[config.mk]
export PLATFORM = sky130hd
export DESIGN_NAME = div_iter
export DESIGN_NICKNAME = d
export VERILOG_FILES = /design/src/rtl/div_iter.sv
export SDC_FILE = /design/constraint.sdc
export NUM_CORES = 1
export LEC_CHECK = 0
export ABC_AREA = 0
export BUFFER_PORTS_ARGS = -buffer_cell sky130_fd_sc_hd__buf_2
export CAP_MARGIN = 20
export CORE_UTILIZATION = 34
export DETAILED_ROUTE_END_ITERATION = 7
export GPL_ROUTABILITY_DRIVEN = 0
export GPL_TIMING_DRIVEN = 1
export PLACE_DENSITY = 0.53
export SYNTH_ARGS = -nofsm -noshare
export SYNTH_HDL_FRONTEND = slang
export SYNTH_SLANG_ARGS = --single-unit
[constraint.sdc]
create_clock -name clk -period 16 [get_ports clk]
set_clock_uncertainty 0.1 [all_clocks]
set_input_delay 4.8 -clock clk [delete_from_list [all_inputs] [get_ports clk]]
set_output_delay 4.8 -clock clk [all_outputs]
set_load 0.005 [all_outputs]
[src/rtl/div_iter.sv]
// Multi-cycle radix-2 restoring divider for DIV/DIVU in EX.
// Returns {remainder, quotient} after WIDTH iterations plus a sign fix-up cycle.
module div_iter #(
  parameter int WIDTH = 32
) (
  input  logic               clk,
  input  logic               rst,
  input  logic               StartDivE,
  input  logic               SignedDivE,
  input  logic [WIDTH-1:0]   SrcAE,
  input  logic [WIDTH-1:0]   SrcBE,
  input  logic               DivAnnul,
  input  logic               DivHold,
  output logic               DivReadyE,
  output logic [2*WIDTH-1:0] DivResultE
);

  localparam int CW = $clog2(WIDTH + 1);

  typedef enum logic [1:0] {IDLE, BUSY, DONE} state_t;

  state_t             state, state_next;
  logic [CW-1:0]      count;
  logic [WIDTH-1:0]   rem, quo, dvsr;
  logic               neg_q, neg_r;
  logic [2*WIDTH-1:0] result;

  logic               sign_a, sign_b;
  logic [WIDTH-1:0]   abs_a, abs_b;
  logic [WIDTH:0]     rem_sh;
  logic [WIDTH+1:0]   trial;
  logic               trial_ok;
  logic [WIDTH-1:0]   rem_step, quo_step, quo_fix, rem_fix;
  logic               last_step;

  assign sign_a = SignedDivE & SrcAE[WIDTH-1];
  assign sign_b = SignedDivE & SrcBE[WIDTH-1];
  assign abs_a  = sign_a ? (~SrcAE + 1'b1) : SrcAE;
  assign abs_b  = sign_b ? (~SrcBE + 1'b1) : SrcBE;

  // Shift the next dividend bit into the partial remainder and try a subtract.
  // Divisor zero always "succeeds", leaving quotient all-ones and rem = dividend.
  assign rem_sh   = {rem, quo[WIDTH-1]};
  assign trial    = {1'b0, rem_sh} - {2'b00, dvsr};
  assign trial_ok = ~trial[WIDTH+1];
  assign rem_step = trial_ok ? trial[WIDTH-1:0] : rem_sh[WIDTH-1:0];
  assign quo_step = {quo[WIDTH-2:0], trial_ok};

  assign quo_fix   = neg_q ? (~quo + 1'b1) : quo;
  assign rem_fix   = neg_r ? (~rem + 1'b1) : rem;
  assign last_step = (count == CW'(WIDTH));

  always_comb begin
    state_next = state;
    case (state)
      IDLE:    if (StartDivE) state_next = BUSY;
      BUSY:    if (last_step) state_next = DONE;
      DONE:    if (!DivHold)  state_next = IDLE;
      default: state_next = IDLE;
    endcase
    if (DivAnnul) state_next = IDLE;
  end

  always_ff @(posedge clk or posedge rst) begin
    if (rst) begin
      state  <= IDLE;
      count  <= '0;
      rem    <= '0;
      quo    <= '0;
      dvsr   <= '0;
      neg_q  <= 1'b0;
      neg_r  <= 1'b0;
      result <= '0;
    end else begin
      state <= state_next;
      case (state)
        IDLE: begin
          if (state_next == BUSY) begin
            rem   <= '0;
            quo   <= abs_a;
            dvsr  <= abs_b;
            count <= '0;
            neg_q <= sign_a ^ sign_b;
            neg_r <= sign_a;
          end
        end
        BUSY: begin
          if (!last_step) begin
            rem   <= rem_step;
            quo   <= quo_step;
            count <= count + 1'b1;
          end else if (state_next == DONE) begin
            result <= {rem_fix, quo_fix};
          end
        end
        default: ;
      endcase
    end
  end

  assign DivReadyE  = (state == DONE);
  assign DivResultE = result;

endmodule

# Word level (Yosys, flattened, before mapping)
# Index checks and enable logic that the tools add are counted.
# Widths: inputs -> output; s select.
dict set report op_classes {
  n_addsub 6
  eq_ne 7
  mux 19
  bitwise 8
  reduce_logical 5
}
# cell n
set op_table {}
lappend op_table {{$mux 32} 9}
lappend op_table {{$add 32x1->32 const B} 4}
lappend op_table {{$not 32->32} 4}
lappend op_table {{$pmux 32 s2} 2}
lappend op_table {{$sub 33x32->34} 1}
lappend op_table {{$mux 6} 2}
lappend op_table {{$pmux 6 s2} 1}
lappend op_table {{$mux 2} 4}
lappend op_table {{$add 6x1->6 const B} 1}
lappend op_table {{$eq 6x6->1 const B} 1}
lappend op_table {{$pmux 2 s3} 1}
lappend op_table {{$reduce_and 3->1} 2}
lappend op_table {{$eq 2x1->1 const B} 2}
lappend op_table {{$eq 2x2->1 const B} 2}
lappend op_table {{$ne 2x2->1 const B} 2}
lappend op_table {{$and 1x1->1} 2}
lappend op_table {{$logic_not 2->1} 1}
lappend op_table {{$reduce_and 2->1} 1}
lappend op_table {{$reduce_bool 2->1} 1}
lappend op_table {{$not 1->1} 1}
lappend op_table {{$xor 1x1->1} 1}
dict set report word_totals {
  register_bits 170
  input_bits 70
  out_inout_bits 65
  wordCells 53
}

# Depth between registers and ports, before layout
dict set report depth {
  word_depth 7
  mapped_depth 14
}

# Worst setup path after synthesis
# OpenSTA, ideal clock, no wires.
dict set report synth_path {
  path_type {input to register}
  start {input SrcAE[4]}
  end {register quo[29]}
  t_arrival_ns 6.989
  t_required_ns 15.823
  slack_ns 8.834
  path_stages 9
  path_buffers 0
  path_cell_list {or3_1 nand4bb_1 nand2b_4 or4_1 or2_2 o31ai_1 xnor2_1 o22ai_1 a21oi_1}
}
dict set report synth_via {
  elab_chain_len 5
}
# item line
set synth_lines {}
lappend synth_lines {{from (decl)} 10} ;# input logic [WIDTH-1:0] SrcAE,
lappend synth_lines {{$not 32->32} 38} ;# assign abs_a = sign_a ? (~SrcAE + 1'b1) : SrcAE;
lappend synth_lines {{$add 32x1->32} 38}
lappend synth_lines {{$mux 32} 38}
lappend synth_lines {{$mux 32} 78} ;# if (state_next == BUSY) begin
lappend synth_lines {{$pmux 32 s2} 76} ;# case (state)
lappend synth_lines {{to (signal assigned)} 80} ;# quo <= abs_a;
lappend synth_lines {{to (signal assigned)} 90} ;# quo <= quo_step;
lappend synth_lines {{to (decl)} 24} ;# logic [WIDTH-1:0] rem, quo, dvsr;
# Every way passes these cells. The select of a mux whose other input is x is not followed.
# A chain may end at the register's enable or synchronous reset.

# Final worst setup path
# Ends and elaborated chain as after synthesis.

==> results.cfg <==
[run_status]
run_status = finished, final reports clean

[power_and_ir_drop]
powerDensity_nw_per_um2 = 152
ir_drop_uv = 84.0
p_leak_nw = 5.76

[critical_path]
cp-start-kind = input pin
crit_fanout = 5
worst-setup-path-type = in2reg
crit_required_ps = 16270
worstPathArrival_ps = 7360
reg2reg_depth = 10
crit_path_end_kind = flop

[sta]
slew_violations = 0
fin_tns_setup_ps = 0
rsz0062_at_grt = no
max_freq_mhz = 141
min_period_ps = 7090
timing.final.crit_share = 0.443
setup_viol = 0
tightest_slew_ps = 985
finalHoldViolations = 0
max_slew_margin = 0.343

[synth]
ys_seq_elements = 170
yosysTopAreaCell = dfrtp_1
ys_seq_area_frac = 0.393
synth_edf_count = 0
ys_types = 60
ys_top_cells_by_area = dfrtp_1 39%, o21ai_0 7.8%, xor2_1 7.5%
avgSynthCellArea_um2 = 8.37
synth_top_area_frac = 0.393
yosys_warnings = 0
syn-cell-area_um2 = 10800
synth_fp_nets = 1402
syn_inst = 1293
async_flop_share = 1.00
synth_ff_type = dfrtp_1

[cells_and_area]
drive_gt1_frac = 0.145
area_growth_syn_to_layout_pct = 16.2
multiInputGateArea_um2 = 6190
final_common_cell = nand2_1
final_cell_mix = 180 x nand2_1, 170 x dfrtp_1, 169 x o21ai_0
nNetsFinal = 1506
finalNonFillerCells = 1805
nFillCells = 3189
antennaDiodeCount = 0
regArea_um2 = 4250

[clock_tree]
post_cts_buffers = 0
cts_made_buffers = 17
path_clk_slew_ps = 80
tritoncts = built
h-tree-depth = 4
clockRootBuffer = clkbuf_16
cts_resized = 0
clk_path_buf_depth = 2
hold_buffers = 0
cts.sinks = 170
clk_latency_ps = 440

[die]
start_util = 0.349
core_area_um2 = 31000
dieHeight_um = 180
io_pins = 135
die-area_um2 = 32600
rows = 64
dieWidth_um = 180

[detailed_routing]
routed_wl_um = 29100
antenna_left = 0
drtIter0Drc = 583
drc_errors = 0
vias_per_cell = 5.16
first_pass_iters = 5
avgRoutedWirePerCell_um = 16.1
num_vias = 9322

[global_route]
grt_overflow_total = 0
antenna_found_initial = 0
grt_max_degree = 127
grt_pass1_wl_um = 48700
grt_pass1_vias = 9133
grt_usage = 0.185

[placed_design]
dpl.cell_count = 1773
dp_hpwl_um = 21100
io_buffers = 134

[worst_hold_path]
hold_depth = 2
min_path_type = reg2reg

[flow_run]
cap_viol_max_count = 0
==> layer usage <==
metal  track usage  share of wire  vias to the layer above
li1              -              -                     4762
met1         0.281           0.54                     4340
met2         0.266           0.41                      197
met3        0.0303          0.038                       23
met4        0.0523          0.014                        0
met5             0              0                        -
==> per-stage QoR <==
stage	util	worst slack, ps	area (um2)	hold slack [ps]	power (mW)
final	0.406	8910	12600	371	1.91
after global placement	0.384	8440	11900	358	1.45
after floorplan	-	6500	10800	350	1.22
after global routing	0.406	8700	12600	393	2.07
after detailed placement	0.384	8450	11900	366	1.46
after CTS	0.405	8910	12500	381	1.92
==> logic make-up (layout without fill, tap and decap cells) <==
logic type,count (synthesis),in the layout,synth area share
AND/OR/NAND/NOR,450,450,0.194
adder cells (fa/ha/maj),39,39,0.0458
AO/OA/AOI/OAI,369,369,0.205
flip-flops,170,170,0.393
buffers and inverters,115,231,0.0399
XOR/XNOR,147,147,0.119
multiplexers,3,3,0.00277
==> cell usage after synthesis, drive strengths merged, types with 6 or more instances <==
cell	count
a211oi	7
a21o	14
a21oi	75
a221o	6
a22oi	9
a31oi	10
a32oi	9
and2	7
clkbuf	59
dfrtp	170
ha	38
inv	53
nand2	182
nand2b	15
nand3	83
nor2	77
nor2b	11
nor3	16
nor4	8
o21ai	174
o21bai	6
o31ai	21
o41ai	13
or2	10
or3	14
or4	12
xnor2	54
xor2	93
==> worst paths after layout <==
kind	startpoint	end	slack [ps]
min reg2reg	DivResultE[5]$_DFFE_PP0P_	DivResultE[5]$_DFFE_PP0P_	370
min in group asynchronous	rst	DivResultE[2]$_DFFE_PP0P_	4510
max	SrcAE[4]	quo[29]$_DFFE_PP0P_	8910
max in group asynchronous	rst	rem[19]$_DFFE_PP0P_	9870
min	DivResultE[5]$_DFFE_PP0P_	DivResultE[5]$_DFFE_PP0P_	370
max reg2reg	rem[5]$_DFFE_PP0P_	rem[2]$_DFFE_PP0P_	12020
==> registers in the layout, summed over array words and instances (netlist names) <==
name	count
count	6
state	2
rem	32
neg_q	1
neg_r	1
quo	32
DivResultE	64
dvsr	32
==> worst max-delay path, cell delays in order <==
cell and delay, ps:
buf_2 110, or3_1 420, nand4bb_1 270, nand2b_4 220, or4_1 550, or2_2 350
o31ai_1 240, xnor2_1 150, o22ai_1 80, a21oi_1 180
==> power by group <==
| part | switching (mW) | internal, mW | total (mW) |
|---|---|---|---|
| combinational | 0.468 | 0.339 | 0.808 |
| sequential | 0.120 | 0.519 | 0.639 |
| clock | 0.190 | 0.270 | 0.460 |
| total | 0.778 | 1.13 | 1.91 |
==> layout make-up <==
class                      instances  share of cell area
clock buffer                      18              0.0349
clock inverter                    13              0.0162
inverter                          53              0.0162
multi-input combinational       1008               0.492
sequential                       170               0.338
tap                              396              0.0394
timing repair buffer             147              0.0627
No activity file was read; power rests on OpenSTA's default activity.
